<file path="config.mk">
export PLATFORM = sky130hd
export DESIGN_NAME = bus_arbiter_custom
export DESIGN_NICKNAME = d
export VERILOG_FILES = /design/src/rtl/bus_arbiter_custom_pkg.sv /design/src/rtl/bus_arbiter_custom.sv
export SDC_FILE = /design/constraint.sdc
export NUM_CORES = 1
export LEC_CHECK = 0
export ABC_AREA = 1
export BUFFER_PORTS_ARGS = -buffer_cell sky130_fd_sc_hd__buf_2
export CAP_MARGIN = 20
export CELL_PAD_IN_SITES_DETAIL_PLACEMENT = 1
export CELL_PAD_IN_SITES_GLOBAL_PLACEMENT = 1
export CORE_MARGIN = 1.5
export CORE_UTILIZATION = 35
export CTS_CLUSTER_DIAMETER = 60
export CTS_CLUSTER_SIZE = 25
export DETAILED_ROUTE_END_ITERATION = 10
export GPL_TIMING_DRIVEN = 0
export PLACE_DENSITY_LB_ADDON = 0.1
export RECOVER_POWER = 25
export SYNTH_ARGS = -nofsm -noshare
export SYNTH_HDL_FRONTEND = slang
export SYNTH_SLANG_ARGS = --single-unit
</file>
<file path="constraint.sdc">
create_clock -name clk -period 1.55 [get_ports clk]
set_input_delay 0 -clock clk [delete_from_list [all_inputs] [get_ports clk]]
set_output_delay 0 -clock clk [all_outputs]
set_load 0.01 [all_outputs]
</file>
<file path="src/rtl/bus_arbiter_custom_pkg.sv">
// Shared types and constants for the two-master bus arbiter.
// Grants are decoded straight from the arbiter state register.
package bus_arbiter_custom_pkg;

  typedef enum logic [1:0] {
    IDLE   = 2'd0,
    OWN_M0 = 2'd1,
    OWN_M1 = 2'd2
  } arb_state_t;

  typedef logic master_t;

  localparam master_t M0 = 1'b0;
  localparam master_t M1 = 1'b1;

  localparam logic EN     = 1'b1;
  localparam logic DIS_EN = 1'b0;

endpackage

</file>
<file path="src/rtl/bus_arbiter_custom.sv">
// Two-master round-robin bus arbiter with hold-limit preemption.
// Grant changes wait until no bus access is outstanding.
module bus_arbiter_custom
  import bus_arbiter_custom_pkg::*;
#(
  parameter int unsigned MAX_HOLD = 16
) (
  input  logic clk,
  input  logic rst,
  input  logic req_m0,
  input  logic req_m1,
  input  logic addr_strobe_i,
  input  logic rdy_i,
  output logic grant_m0,
  output logic grant_m1,
  output logic busy_o
);

  localparam int unsigned HW = (MAX_HOLD > 0) ? $clog2(MAX_HOLD + 1) : 1;
  localparam logic [HW-1:0] HOLD_MAX = HW'(MAX_HOLD);
  localparam bit PREEMPT_EN = (MAX_HOLD != 0);

  arb_state_t    state_q, state_d;
  master_t       last_q, last_d;
  logic [HW-1:0] hold_q, hold_d;
  logic          busy_q, busy_d;
  logic          switch_ok;
  logic          hold_full;
  logic          other_req;

  always_comb begin
    // A strobe alongside rdy starts the next access, so busy stays set.
    busy_d    = addr_strobe_i | (busy_q & ~rdy_i);
    switch_ok = ~busy_d;
    hold_full = PREEMPT_EN && (hold_q == HOLD_MAX);
    state_d   = state_q;

    case (state_q)
      IDLE: begin
        if (switch_ok) begin
          if (req_m0 && req_m1) begin
            state_d = (last_q == M0) ? OWN_M1 : OWN_M0;
          end else if (req_m0) begin
            state_d = OWN_M0;
          end else if (req_m1) begin
            state_d = OWN_M1;
          end
        end
      end
      OWN_M0: begin
        if (switch_ok) begin
          if (!req_m0) begin
            state_d = req_m1 ? OWN_M1 : IDLE;
          end else if (req_m1 && hold_full) begin
            state_d = OWN_M1;
          end
        end
      end
      OWN_M1: begin
        if (switch_ok) begin
          if (!req_m1) begin
            state_d = req_m0 ? OWN_M0 : IDLE;
          end else if (req_m0 && hold_full) begin
            state_d = OWN_M0;
          end
        end
      end
      default: state_d = IDLE;
    endcase

    last_d = last_q;
    if (state_d != state_q) begin
      if (state_d == OWN_M0) begin
        last_d = M0;
      end else if (state_d == OWN_M1) begin
        last_d = M1;
      end
    end

    other_req = (state_q == OWN_M0) ? req_m1 :
                (state_q == OWN_M1) ? req_m0 : 1'b0;

    hold_d = hold_q;
    if (state_d != state_q) begin
      hold_d = '0;
    end else if (other_req && (hold_q != HOLD_MAX)) begin
      hold_d = hold_q + 1'b1;
    end
  end

  always_ff @(posedge clk or posedge rst) begin
    if (rst) begin
      state_q <= IDLE;
      last_q  <= M1;
      hold_q  <= '0;
      busy_q  <= 1'b0;
    end else begin
      state_q <= state_d;
      last_q  <= last_d;
      hold_q  <= hold_d;
      busy_q  <= busy_d;
    end
  end

  assign grant_m0 = (state_q == OWN_M0) ? EN : DIS_EN;
  assign grant_m1 = (state_q == OWN_M1) ? EN : DIS_EN;
  assign busy_o   = busy_q;

endmodule
</file>
# Yosys cells after proc, flatten, opt, wreduce, memory -nomap -nowiden
# Index checks and enable logic that the tools add are counted.
# word_totals
reg_bits	9
input_bits	6
wordCells	45
# op_classes
add_sub_neg	1
eq_ne	7
muxes	22
n_bitwise	3
reduce_logical	8
# op_table
cell	count
$mux 2	12
$mux 5	2
$mux 1	7
$pmux 2 s3	1
$add 5x1->5 const B	1
$eq 5x5->1 const B	1
$ne 5x5->1 const B	1
$eq 2x1->1 const B	2
$eq 2x2->1 const B	2
$logic_and 1x1->1	4
$reduce_bool 2->1	2
$logic_not 2->1	1
$ne 2x2->1	1
$reduce_and 2->1	1
$and 1x1->1	1
$not 1->1	1
$or 1x1->1	1

# Longest topological paths before layout
# logic_depth
word_depth	9
mapped_depth	15
depth_no_buf	15

# Worst setup path before layout
# OpenSTA, ideal clock, no wires.
# synth_path
path_kind	reg2reg
from	register hold_q[0]
to	register last_q
setup_ps	76
arrival_ps	1555
path_slack_ps	-80
path_stages_with_launch	15
n_path_buf	0
path_cell_list	dfrtp_1 > inv_1 > ha_1 > nand2_1 > inv_1 > nand3_1 > nand2_1 > nand2_1 > nand2_1 > nand3_1 > ha_1 > inv_1 > nand2_1 > nand2_1 > nand2_1
# synth_between
elab_chain_cells	9
word_cells_on_any_way	16
classes_between	4 x eq/ne; 8 x mux; 4 x reduce/logical
# synth_lines
element	line_no	source
start, declared	bus_arbiter_custom.sv:25	logic [HW-1:0] hold_q, hold_d;
start signal, assigned	bus_arbiter_custom.sv:100	hold_q <= hold_d;
$eq 5x5->1 *	bus_arbiter_custom.sv:35	hold_full = PREEMPT_EN && (hold_q == HOLD_MAX);
$logic_and 1x1->1, on equally long branches	bus_arbiter_custom.sv:63, bus_arbiter_custom.sv:54	
$mux 2, on equally long branches	bus_arbiter_custom.sv:63, bus_arbiter_custom.sv:54	
$mux 2, on equally long branches	bus_arbiter_custom.sv:61, bus_arbiter_custom.sv:52	
$mux 2, on equally long branches	bus_arbiter_custom.sv:60, bus_arbiter_custom.sv:51	
$pmux 2 s3 *	bus_arbiter_custom.sv:38	case (state_q)
via state_d[0]	bus_arbiter_custom.sv:23	arb_state_t state_q, state_d;
$eq 2x1->1 / $eq 2x2->1 (equally long branches)	bus_arbiter_custom.sv:73, bus_arbiter_custom.sv:75	
$reduce_bool 2->1 (no line)	-	
$reduce_and 2->1 (no line)	-	
end signal, assigned	bus_arbiter_custom.sv:99	last_q <= last_d;
end, declared	bus_arbiter_custom.sv:24	master_t last_q, last_d;
# The timed path passes the listed nets; every way through them passes the cells marked *.
# A chain may end at the register's enable or synchronous reset.

# Worst setup path after layout
# Same ends and word-level chain as after synthesis.

==> results.toml <==
[outcome]
status = "complete, but fails checks"
violations = "negative setup slack"

[sta]
rsz0062_at_grt = "yes"
skew_ps = 3.69
timing.fmax_mhz = 617
period_needed_ps = 1620
drv_slew = 0
final.setup.tns_ps = -69.8
tightest_slew_ps = 380
setup_viol = 1
setup_slack_ps = -69.8
slew_headroom_pct = 74.7
hold_viol = 0
finalCritPeriodShare_pct = 105

[global_route]
grt_pass1_vias = 641
grt_pass1_wl_um = 2770
grt-ovfl-total = 0
grt_start_max_net_pins = 10
antenna_found_initial = 0
grt_usage_pct = 18.9

[critical_path]
rrSetupSlack_ps = -70
path_class = "reg -> reg"
cp_data_required_time_ps = 1770
end_kind = "register"
path_max_fanout = 3
cp-start-kind = "register"
arrival_ps = 1840

[cells_and_area]
fin_nets = 125
layout-drive-gt1-share_pct = 50.4
area_growth_pct = 42.1
antennaDiodeCount = 0
fin_util_pct = 53.7
layout_common_cells = "nand2_1 (17), nand2_2 (13), inv_1 (12)"
fin_cells = 140
final_common_cell = "nand2_1"
fillCellCount = 229

[route]
viasPerCell = 4.74
route.vias.total = 664
drtIter0Drc = 5
post_drt_wl_per_cell_um = 12.2
drt_wl_total_um = 1710
final_antenna_net_count = 0
drc_errors = 0
dr.pass1.iters = 4

[synth]
synth_top_area_share_pct = 30.4
syn_nets = 102
synthDistinctLibCells = 19
ys_seq_elements = 9
yosysWarnings = 0
syn_area_um2 = 659
avgSynthCellArea_um2 = 7.09
ys_seq_area_share_pct = 34.3
postSynthCellCount = 93
synth_top_area_cell = "dfrtp_1"
synthTopCellsByArea = "dfrtp_1 (30%), nand2_1 (15%), inv_1 (9.7%), nand3_1 (9.1%), ha_1 (5.7%)"

[clock_network]
htreeDepth = 1
cts_tree = "done"
cts_buffers = 3
root_buffer = "clkbuf_4"
worstSkewPairLatency_ps = 270
clk_pin_slew_ps = 60
clock_sinks = 9
cts_buffer_depth = 2

[floorplan]
start_util_pct = 37.8
rows = 15
die_h_um = 46.4
ios = 9
die_area_um2 = 2150
core_um2 = 1750
die_w_um = 46.4

[placement]
io_buffers = 8
gp_congestion = 0.797
place_inst = 126
dp_hpwl_um = 1180

[hold_path]
hold_class = "in -> reg"

[power_and_ir_drop]
p_total_mw = 1.35
power.density_nw_per_um2 = 1440
irDropWorstVdd_uv = 776
power.leakage_nw = 0.477

[flow_run]
maxCapViolCount = 0
## critical path, stage by stage (launching register included)
cell and delay (ps):
dfrtp_1 390, inv_2 80, ha_4 140, nand2_2 50, inv_2 80, nand3_2 70
nand2_2 100, nand2_2 70, nand2_4 80, nand3_4 70, ha_4 280, inv_4 30
nand2_2 50, nand2_2 40, nand2_1 50
## flip-flops by register name, indices dropped and copies added (netlist names)
| register | count |
|---|---|
| hold_q | 5 |
| state_q | 2 |
| busy_o | 1 |
| last_q | 1 |
## metrics by stage
stage / cell area [um^2] / setup slack, ps / hold WS (ps)
detailed placement: 731 / -254 / -9.34
global route: 937 / -177 / 37.6
global placement: 731 / -213 / -11.7
CTS: 845 / -78.2 / 14.9
finish: 937 / -69.8 / 12.9
floorplan: 659 / -50.0 / -173
## routing by layer
metal	global-route usage, %	part of all wire (%)	vias to the layer above	routed length (um)
met5	0	0	-	0
met4	6.86	1.5	0	26
met3	7.06	3.0	5	51
met2	31.4	53	8	903
met1	21.9	43	319	727
li1	-	-	332	-
## synth_stat cells
master	count
a21oi_1	2
nand3_2	2
nor2_4	1
nor2_2	2
a21oi_2	1
nor3_2	1
nand2_4	1
o21ai_0	1
nand2_2	4
inv_1	17
nand2_1	27
nand3_1	12
nor2_1	6
ha_1	3
dfstp_2	1
inv_2	2
o22ai_4	1
nand4_1	1
dfrtp_1	8
## final cells by class
| cell class | instances | area (um^2) | share of cell area [%] |
|---|---|---|---|
| repair buffers | 18 | 118 | 12.6 |
| inverters | 19 | 73.8 | 7.88 |
| multi-input cells | 65 | 462 | 49.3 |
| flip-flops and latches | 9 | 226 | 24.2 |
| clock buffers | 4 | 26.3 | 2.80 |
| well taps | 25 | 31.3 | 3.34 |
## cells by family after synthesis
kind of cell	count (synthesis)	share of synthesized area [%]
compound gates	5	6.64
fa+ha+maj	3	5.69
buf+inv	19	10.8
flops	9	34.3
simple gates	57	42.5
## timing repair
item | 4_1_cts | 5_1_grt
endpoints found under the hold margin | 9 | 0
hold buffers | 1 | 0
pin swaps | 6 | 8
resized for setup | 15 | 12
endpoints found under the setup margin | 5 | 3
buffers inserted | 3 | 6
## worst paths after layout
kind / cells past startpoint / startpoint / endpoint
worst max-delay path: 14 / hold_q[0]$_DFFE_PP0P_ / last_q$_DFFE_PP1P_
worst min-delay path: 3 / addr_strobe_i / busy_o$_DFF_PP0_
worst max register to register: 14 / hold_q[0]$_DFFE_PP0P_ / last_q$_DFFE_PP1P_
worst min register to register: 2 / last_q$_DFFE_PP1P_ / last_q$_DFFE_PP1P_
max in group asynchronous: 3 / rst / last_q$_DFFE_PP1P_
min in group asynchronous: 3 / rst / state_q[0]$_DFF_PP0_
## report_power, final
group	internal [mW]	total, mW	switching [mW]
clock network	0.0997	0.189	0.0897
logic	0.350	0.811	0.461
registers	0.300	0.353	0.0530
Note: power is estimated with default switching activity, not from simulation.
